File: src/rtl/ts_pkg.sv
// Shared MPEG-TS definitions: packet constants, PID table entry layout and
// the register pack/unpack helpers used by PID filtering blocks.
package ts_pkg;

  localparam int         TS_PACKET_BYTES = 188;
  localparam logic [7:0] TS_SYNC_BYTE    = 8'h47;

  localparam int PID_W      = 13;
  localparam int PID_LSB    = 0;
  localparam int PID_EN_BIT = 16;

  typedef enum logic [2:0] {
    ST_IDLE,
    ST_HDR1,
    ST_HDR2,
    ST_CAPTURE,
    ST_SKIP
  } ts_state_e;

  typedef struct packed {
    logic             en;
    logic [PID_W-1:0] pid;
  } pid_entry_t;

  function automatic logic [31:0] pid_pack(input pid_entry_t e);
    logic [31:0] w;
    w                     = '0;
    w[PID_LSB +: PID_W]   = e.pid;
    w[PID_EN_BIT]         = e.en;
    return w;
  endfunction

  function automatic pid_entry_t pid_unpack(input logic [31:0] w);
    pid_entry_t e;
    e.pid = w[PID_LSB +: PID_W];
    e.en  = w[PID_EN_BIT];
    return e;
  endfunction

endpackage

File: src/rtl/ts_pid_match.sv
// Parallel PID comparators against the whole table with a lowest-index-wins
// priority encoder. Purely combinational.
module ts_pid_match
  import ts_pkg::*;
#(
  parameter int PID_SLOTS = 8,
  parameter int IDX_W     = 3
) (
  input  pid_entry_t [PID_SLOTS-1:0] tbl_i,
  input  logic [PID_W-1:0]           pid_i,
  output logic                       hit_o,
  output logic [IDX_W-1:0]           slot_o
);

  logic [PID_SLOTS-1:0] eq;

  generate
    for (genvar s = 0; s < PID_SLOTS; s++) begin : g_cmp
      assign eq[s] = tbl_i[s].en && (tbl_i[s].pid == pid_i);
    end
  endgenerate

  // Scan downwards so the lowest matching entry is the last assignment.
  always_comb begin
    hit_o  = |eq;
    slot_o = '0;
    for (int s = PID_SLOTS - 1; s >= 0; s--) begin
      if (eq[s]) slot_o = IDX_W'(s);
    end
  end

endmodule

File: src/rtl/ts_multi_pid_capture.sv
// TS packet capture: filters a byte stream against a PID table and stores
// matching packets into two ping-pong buffers drained through a word read port.
module ts_multi_pid_capture
  import ts_pkg::*;
#(
  parameter int DATA_WIDTH = 32,
  parameter int PID_SLOTS  = 8,
  parameter int CNT_WIDTH  = 16,
  localparam int IDX_W     = (PID_SLOTS > 1) ? $clog2(PID_SLOTS) : 1
) (
  input  logic                  clk,
  input  logic                  rst,
  input  logic                  match_enable,
  input  logic                  pid_wr_en,
  input  logic [IDX_W-1:0]      pid_wr_index,
  input  logic [31:0]           pid_wr_data,
  input  logic [IDX_W-1:0]      pid_rd_index,
  output logic [31:0]           pid_rd_data,
  input  logic [7:0]            mpeg_data,
  input  logic                  mpeg_valid,
  input  logic                  mpeg_sync,
  output logic                  pkt_ready,
  output logic [IDX_W-1:0]      pkt_slot,
  input  logic                  rd_en,
  input  logic [7:0]            rd_addr,
  output logic [DATA_WIDTH-1:0] rd_data,
  output logic                  rd_data_valid,
  input  logic                  pkt_release,
  output logic [CNT_WIDTH-1:0]  drop_count,
  output logic [CNT_WIDTH-1:0]  sync_err_count
);

  localparam int         BPW        = DATA_WIDTH / 8;
  localparam int         PACK_WORDS = TS_PACKET_BYTES / BPW;
  localparam logic [7:0] LAST_BYTE  = 8'(TS_PACKET_BYTES - 1);

  ts_state_e             state_q, state_d;
  logic [7:0]            cnt_q, cnt_d;
  logic [7:0]            hdr1_q;
  pid_entry_t [PID_SLOTS-1:0] tbl_q;
  logic [1:0]            full_q, full_d;
  logic                  head_q, head_d;
  logic                  fill_q, fill_d;
  logic [IDX_W-1:0]      slot_q [2];
  logic [CNT_WIDTH-1:0]  drop_q, drop_d;
  logic [CNT_WIDTH-1:0]  err_q, err_d;
  logic [DATA_WIDTH-1:0] rd_data_q;
  logic                  rd_vld_q;
  logic [7:0]            pkt_mem [2][TS_PACKET_BYTES];

  logic                  hit;
  logic [IDX_W-1:0]      hit_slot;
  logic                  free_any, free_idx;
  logic                  hdr_commit, wr_byte, complete, drop_inc, err_inc, rel;
  logic                  wr_ok, rd_ok, addr_ok;
  logic [7:0]            rd_base;
  logic [DATA_WIDTH-1:0] rd_word;

  ts_pid_match #(
    .PID_SLOTS (PID_SLOTS),
    .IDX_W     (IDX_W)
  ) u_match (
    .tbl_i  (tbl_q),
    .pid_i  ({hdr1_q[4:0], mpeg_data}),
    .hit_o  (hit),
    .slot_o (hit_slot)
  );

  generate
    if (PID_SLOTS == (1 << IDX_W)) begin : g_full_idx
      assign wr_ok = 1'b1;
      assign rd_ok = 1'b1;
    end else begin : g_part_idx
      assign wr_ok = pid_wr_index < IDX_W'(PID_SLOTS);
      assign rd_ok = pid_rd_index < IDX_W'(PID_SLOTS);
    end
  endgenerate

  assign pid_rd_data = rd_ok ? pid_pack(tbl_q[pid_rd_index]) : '0;

  assign pkt_ready = |full_q;
  assign pkt_slot  = pkt_ready ? slot_q[head_q] : '0;
  assign free_any  = ~&full_q;
  assign free_idx  = full_q[0];

  // Stream FSM. A sync byte always terminates the current packet; a good
  // one starts the next packet in the same cycle.
  always_comb begin
    state_d    = state_q;
    cnt_d      = cnt_q;
    fill_d     = fill_q;
    hdr_commit = 1'b0;
    wr_byte    = 1'b0;
    complete   = 1'b0;
    drop_inc   = 1'b0;
    err_inc    = 1'b0;
    if (mpeg_valid) begin
      if (mpeg_sync) begin
        err_inc = (state_q != ST_IDLE) || (mpeg_data != TS_SYNC_BYTE);
        if (mpeg_data == TS_SYNC_BYTE) begin
          state_d = ST_HDR1;
          cnt_d   = 8'd1;
        end else begin
          state_d = ST_IDLE;
        end
      end else begin
        case (state_q)
          ST_HDR1: begin
            state_d = ST_HDR2;
            cnt_d   = 8'd2;
          end
          ST_HDR2: begin
            state_d = ST_SKIP;
            cnt_d   = 8'd3;
            if (hit && match_enable) begin
              if (free_any) begin
                state_d    = ST_CAPTURE;
                fill_d     = free_idx;
                hdr_commit = 1'b1;
              end else begin
                drop_inc = 1'b1;
              end
            end
          end
          ST_CAPTURE, ST_SKIP: begin
            cnt_d   = cnt_q + 8'd1;
            wr_byte = (state_q == ST_CAPTURE);
            if (cnt_q == LAST_BYTE) begin
              state_d  = ST_IDLE;
              complete = (state_q == ST_CAPTURE);
            end
          end
          default: ;
        endcase
      end
    end
  end

  // Two-entry packet FIFO over the buffers. While a capture is in flight the
  // fill buffer is free, so release and completion never collide on a slot.
  always_comb begin
    rel    = pkt_release && pkt_ready;
    full_d = full_q;
    head_d = head_q;
    if (rel) begin
      full_d[head_q] = 1'b0;
      head_d         = ~head_q;
    end
    if (complete) begin
      full_d[fill_q] = 1'b1;
      if (!pkt_ready) head_d = fill_q;
    end
  end

  always_comb begin
    drop_d = (drop_inc && !(&drop_q)) ? drop_q + CNT_WIDTH'(1) : drop_q;
    err_d  = (err_inc  && !(&err_q))  ? err_q  + CNT_WIDTH'(1) : err_q;
  end

  always_comb begin
    addr_ok = rd_addr < 8'(PACK_WORDS);
    rd_base = addr_ok ? 8'(rd_addr * BPW) : '0;
    rd_word = '0;
    for (int l = 0; l < BPW; l++) begin
      rd_word[8*l +: 8] = pkt_mem[head_q][rd_base + 8'(l)];
    end
  end

  always_ff @(posedge clk) begin
    if (rst) begin
      state_q   <= ST_IDLE;
      cnt_q     <= '0;
      hdr1_q    <= '0;
      tbl_q     <= '0;
      full_q    <= '0;
      head_q    <= 1'b0;
      fill_q    <= 1'b0;
      slot_q[0] <= '0;
      slot_q[1] <= '0;
      drop_q    <= '0;
      err_q     <= '0;
      rd_data_q <= '0;
      rd_vld_q  <= 1'b0;
    end else begin
      state_q  <= state_d;
      cnt_q    <= cnt_d;
      full_q   <= full_d;
      head_q   <= head_d;
      fill_q   <= fill_d;
      drop_q   <= drop_d;
      err_q    <= err_d;
      rd_vld_q <= rd_en;
      rd_data_q <= (rd_en && pkt_ready && addr_ok) ? rd_word : '0;
      if (mpeg_valid && !mpeg_sync && state_q == ST_HDR1) hdr1_q <= mpeg_data;
      if (hdr_commit) slot_q[free_idx] <= hit_slot;
      if (pid_wr_en && wr_ok) tbl_q[pid_wr_index] <= pid_unpack(pid_wr_data);
    end
  end

  // Header bytes are held until the filter decision, then written together
  // with byte 2 so a rejected packet never touches a buffer.
  always_ff @(posedge clk) begin
    if (!rst) begin
      if (hdr_commit) begin
        pkt_mem[free_idx][8'd0] <= TS_SYNC_BYTE;
        pkt_mem[free_idx][8'd1] <= hdr1_q;
        pkt_mem[free_idx][8'd2] <= mpeg_data;
      end
      if (wr_byte) pkt_mem[fill_q][cnt_q] <= mpeg_data;
    end
  end

  assign rd_data        = rd_data_q;
  assign rd_data_valid  = rd_vld_q;
  assign drop_count     = drop_q;
  assign sync_err_count = err_q;

endmodule

File: config.mk
export PLATFORM = sky130hd
export DESIGN_NAME = ts_multi_pid_capture
export DESIGN_NICKNAME = d
export VERILOG_FILES = /design/src/rtl/ts_pkg.sv /design/src/rtl/ts_pid_match.sv /design/src/rtl/ts_multi_pid_capture.sv
export SDC_FILE = /design/constraint.sdc
export NUM_CORES = 2
export LEC_CHECK = 0
export ABC_AREA = 1
export BUFFER_PORTS_ARGS = -buffer_cell sky130_fd_sc_hd__buf_4
export CORE_UTILIZATION = 40
export DETAILED_ROUTE_END_ITERATION = 16
export PLACE_DENSITY = 0.6
export SYNTH_ARGS = -nofsm -noshare
export SYNTH_HDL_FRONTEND = slang
export SYNTH_SLANG_ARGS = --single-unit
File: constraint.sdc
create_clock -name clk -period 10.1 [get_ports clk]
set_clock_uncertainty 0.2 [all_clocks]
set_input_delay 2.02 -clock clk [delete_from_list [all_inputs] [get_ports clk]]
set_output_delay 2.02 -clock clk [all_outputs]
set_load 0.01 [all_outputs]
**Word-level counts from Yosys, hierarchy flattened**

Memories as Yosys holds them, arrays and structs flattened. A register that Yosys moved wholly into a read port is not among the register bits.
Index checks and enable logic that the tools add are counted.

- $mul: 0
- Multiplexer cells: 82
- Reduce and logical (&&, ||, !) cells: 38
- Divide/modulo/power cells: 0
- $add $sub $neg: 6
- Equality and inequality tests: 17
- Bitwise logic cells: 12
- Magnitude comparators: 14
- Shifts and indexed selects: 0

Operators with widths:

| cell | number |
|---|---|
| $mux 1504 | 3 |
| $reduce_or 1504->1 | 1 |
| $bmux 8 s8 | 4 |
| $bwmux 112 | 1 |
| $eq 13x13->1 | 8 |
| $mux 8 | 12 |
| $demux 8 s8 | 1 |
| $ge 9x9->1 const B | 5 |
| $not 8->9 | 5 |
| $bmux 14 s3 | 1 |
| $demux 14 s3 | 1 |
| $mux 3 | 14 |
| $mux 1 | 37 |
| $add 16x1->16 const B | 2 |
| $reduce_and 16->1 | 2 |
| $mux 14 | 2 |
| $pmux 8 s3 | 1 |
| $logic_and 1x1->1 | 20 |
| $add 8x1->8 const B | 2 |
| $add 8x2->8 const B | 2 |
| $lt 9x1->1 const B | 1 |
| $pmux 3 s3 | 1 |
| $eq 8x7->1 const B | 1 |
| $eq 8x8->1 const B | 1 |
| 27 further kinds | 41 |

- RAM bits: 3014
- Memories kept: 2
- Register bits: 200
- Logic and storage cells: 197
- Memory bits (read-only): 0
- Output and inout bits: 101
- Latch bits: 0

Memory list:

| name | depth | width | read ports | clocked after Yosys merged registers in | write ports | line | RTL |
|---|---|---|---|---|---|---|---|
| pkt_mem | 2 | 1504 | 1 | 1 | 1 | ts_multi_pid_capture.sv:49 | `logic [7:0] pkt_mem [2][TS_PACKET_BYTES];` |
| slot_q | 2 | 3 | 1 | 1 | 2 | ts_multi_pid_capture.sv:44 | `logic [IDX_W-1:0] slot_q [2];` |

**Depth between registers and ports, before layout**

- Depth after elaboration: 13
- Gate-level depth with buffers: 19
- Gate-level depth less buffers: 18

**By module**

Synthesis repeated with hierarchy kept, for this count alone.

- Cell total of the unflattened synthesis: 12352
- Area total of the unflattened synthesis: 138928.2 µm²

Modules (own cells, without submodules):

| module | area each (µm²) | seq. area each (µm²) | instances | cells an instance |
|---|---|---|---|---|
| ts_multi_pid_capture | 137365.5 | 94510.6 | 1 | 12033 |
| ts_pid_match | 1562.7 | 0.0 | 1 | 319 |

**Least setup slack after synthesis**

OpenSTA, ideal clock, no wires.

- Kind: input-to-reg
- Start: in mpeg_sync
- End: mem pkt_mem[0][1007] (netlist bit) (data pin)
- Path slack: 1.354 ns
- Buffers on the path: 2
- Data required time: 8.867 ns
- Stages on the path: 13
- Arrival: 7.513 ns
- Path through: inv_2 > nand2_4 > nor3_2 > clkbuf_1 > o211ai_1 > nand3_1 > nor2_1 > nand2_1 > nor2_2 > nand3_2 > buf_2 > nand2_1 > inv_1

RTL lines:

| element | line | RTL |
|---|---|---|
| start: declaration | ts_multi_pid_capture.sv:21 | `input logic mpeg_sync,` |
| end: declaration | ts_multi_pid_capture.sv:49 |  |

**Worst setup path in the final report**

- Start: in pid_rd_index[1]
- End: out pid_rd_data[12]

- Cells in the longest elaborated chain, start to end: 2

Ends and longest elaborated chain:

| element | line | RTL |
|---|---|---|
| start: declaration | ts_multi_pid_capture.sv:17 | `input logic [IDX_W-1:0] pid_rd_index,` |
| $bmux 14 s3 | ts_multi_pid_capture.sv:79 | `assign pid_rd_data = rd_ok ? pid_pack(tbl_q[pid_rd_index]) : '0;` |
| $mux 14 (implied by the code) | ts_multi_pid_capture.sv:79 |  |
| end: declaration | ts_multi_pid_capture.sv:18 | `output logic [31:0] pid_rd_data,` |

Every way passes these cells. The select of a mux whose other input is x is not followed.

==> impl_metrics.csv <==
group,metric,value,unit
placement,post_dp_cell_area,141000,µm²
worst_setup_path,max_stage_delay,0.82,ns
worst_hold_path,hold_class,"register to register",
worst_setup_path,cp-start-kind,"input pin",
clock_network,clockRootBuffer,"clkbuf_16",
final_layout,finalNonFillerCells,16500,
die,initial_core_util,0.403,
global_routing,grt.overflow.total,0,
die,chipHeight,585,µm
sta,slew_violations,0,
sta,finalHoldViolCount,0,
global_routing,grt_pass1_vias,88000,
sta,fin_crit_sh,0.659,
placement,portBuffers,126,
final_layout,syn2layout_area_growth,11.9,%
route,drtIter0Drc,10600,
synthesis,synth_cells,11900,
power,pwr_density_cell,181,nW/µm²
clock_network,clockBufferDepth,4,
sta,max_freq,150,MHz
global_routing,antenna_found_initial,16,
worst_setup_path,path_max_fanout,35,
synthesis,synthFlopType,"edfxtp_1",
clock_network,post_cts_resized,0,
route,drt_pre_antenna_iters,6,
clock_network,clk_pin_slew,0.06,ns
synthesis,yosysWarnings,0,
route,dr_total_vias,92400,
synthesis,synth_edf_count,3014,
placement,dp_hpwl,226000,µm
sta,setup_violations,0,
sta,relSlewSlack,0.149,
clock_network,cts.hold.buffers_added,0,
die,io_pins,163,
synthesis,synthArstFlopShare,0,
route,ant_nets,0,
global_routing,grt_max_degree,217,
sta,rsz0062_at_grt,"no",
synthesis,synth_top_area_cell,"edfxtp_1",
placement,placed_cells,15900,
sta,tns,0,ns
synthesis,yosysTopAreaCellShare,0.666,
die,core.rowCount,213,
clock_network,clock-sinks,3214,
synthesis,syn_area,136000,µm²
clock_network,worstSkewPairLatency,0.91,ns
power,p_leak,51.9,nW
route,via_per_inst,5.59,
final_layout,nets,11800,
global_routing,grt_usage,0.223,
sta,tightest_slew,1.27,ns
worst_setup_path,slowest_stage,"clkinv_1",
clock_network,numCtsBuffers,337,
sta,fin_crit,6.65,ns
synthesis,avgSynthCellArea,11.4,µm²
final_layout,layout-drive-gt1-share,0.0732,
job,maxCapViolCount,0,
final_layout,final_cell_area,152000,µm²
synthesis,synth_area_leaders,"edfxtp_1 (67%), nand2_1 (6.5%), nand3_1 (6.5%), nor2_1 (4.2%), mux2i_1 (3.9%)",
clock_network,cts_setup_buffers,0,
worst_setup_path,timing_worst_setup_path_type,"input pin to output port",
synthesis,synth_commonest_cells,"edfxtp_1 (3014), nand2_1 (2371), nand3_1 (1776)",
synthesis,ys_seq_area_frac,0.695,
placement,finalWeightedCongestion,0.933,
worst_setup_path,cp.arrival,4.43,ns
synthesis,ys_ff_latch,3214,
global_routing,grt_first_pass_wirelength,574000,µm
run_status,status,"finished, final reports clean",
die,fp.dieW,585,µm
clock_network,htreeDepth,5,
route,wire_per_inst,23.7,µm
worst_setup_path,crit_required,7.88,ns
die,dieArea,342000,µm²
power,ir_drop,0.149,mV
synthesis,synth.most_common_cell,"edfxtp_1",
route,drcViolationCount,0,
synthesis,ys_types,44,
die,core-area,337000,µm²
clock_network,tritoncts,"done",
worst_setup_path,cp-end-kind,"output port",
route,routed_wl,392000,µm
worst_setup_path,worstPathCellList,"buf_4, clkinv_1, a21oi_1, o21ai_0, o21ai_0, nor2_1, a31oi_1, buf_4",
## registers in the layout, summed over array words and instances, names as in the netlist
register / cells
hdr1_q: 8
fill_q: 1
pkt_mem: 3008
head_q: 1
slot_q: 6
sync_err_count: 16
cnt_q: 8
state_q: 3
drop_count: 16
full_q: 2
rd_data: 32
tbl_q: 112
rd_data_valid: 1
## placed cells by master (no fill, tap or decap), types with 213 or more instances in the layout
master / n
clkbuf_16: 348
o21ai_0: 511
a21oi_1: 275
nand2_1: 2368
mux2i_1: 535
nand3_1: 1775
inv_1: 268
o211ai_1: 213
nor2_1: 1496
buf_4: 242
edfxtp_1: 3014
## power by group
part / internal, W / switching (W)
Combinational: 0.000192 / 0.000597
Clock: 0.00725 / 0.00510
Sequential: 0.0144 / 0.0000204
## worst max-delay path, delay by kind of cell
family	cells	cell delay, ns
simple gates	1	0.07
buf+inv	3	1.27
compound gates	4	1.06
## final cells by class
type,count,area (µm²)
fillers,30300,185000
flip-flops and latches,3214,94500
multi-input cells,7605,37200
clock buffers,434,9140
well taps,4515,5650
repair buffers,283,2640
clock inverters,167,1740
inverters,296,1200
diodes,8,20.0
## path summary, 6_finish.rpt
| path | cells past startpoint | start | to | slack (ns) |
|---|---|---|---|---|
| hold reg to reg | 1 | fill_q$_SDFFE_PP0P_ | full_q[0]$_SDFF_PP0_ | 0.26 |
| setup / recovery | 8 | pid_rd_index[1] | pid_rd_data[12] | 3.45 |
| setup reg to reg | 17 | cnt_q[0]$_SDFFE_PP0P_ | pkt_mem[0][1257]$_DFFE_PP_ | 4.11 |
| hold / removal | 1 | fill_q$_SDFFE_PP0P_ | full_q[0]$_SDFF_PP0_ | 0.26 |
## through the flow
stage                     hold slack, ns  power, W   util  setup slack [ns]
after CTS                          0.262    0.0276  0.451              3.58
after detailed placement           0.254    0.0154  0.419              2.65
after floorplan                    0.253    0.0151      -              1.35
final                              0.264    0.0275  0.451              3.45
after global placement             0.249    0.0154  0.419              2.80
after global routing               0.290    0.0282  0.451              3.31
## cells by family after synthesis
family	Yosys count	share of synthesized area
AND/OR/NAND/NOR	5924	0.184
AO/OA/AOI/OAI	1091	0.0457
multiplexers	535	0.0394
buffers and inverters	1105	0.0329
XOR/XNOR	31	0.00200
flip-flops	3214	0.695
other	1	0.0000276
adder cells (fa/ha/maj)	6	0.000552
## per-layer routing
| metal | GRT usage | wire length, µm |
|---|---|---|
| met1 | 0.312 | 164000 |
| met2 | 0.356 | 182000 |
| met3 | 0.0356 | 33200 |
| met4 | 0.0718 | 12500 |
| met5 | 0 | 45 |
Note: power is estimated with default switching activity, not from simulation.
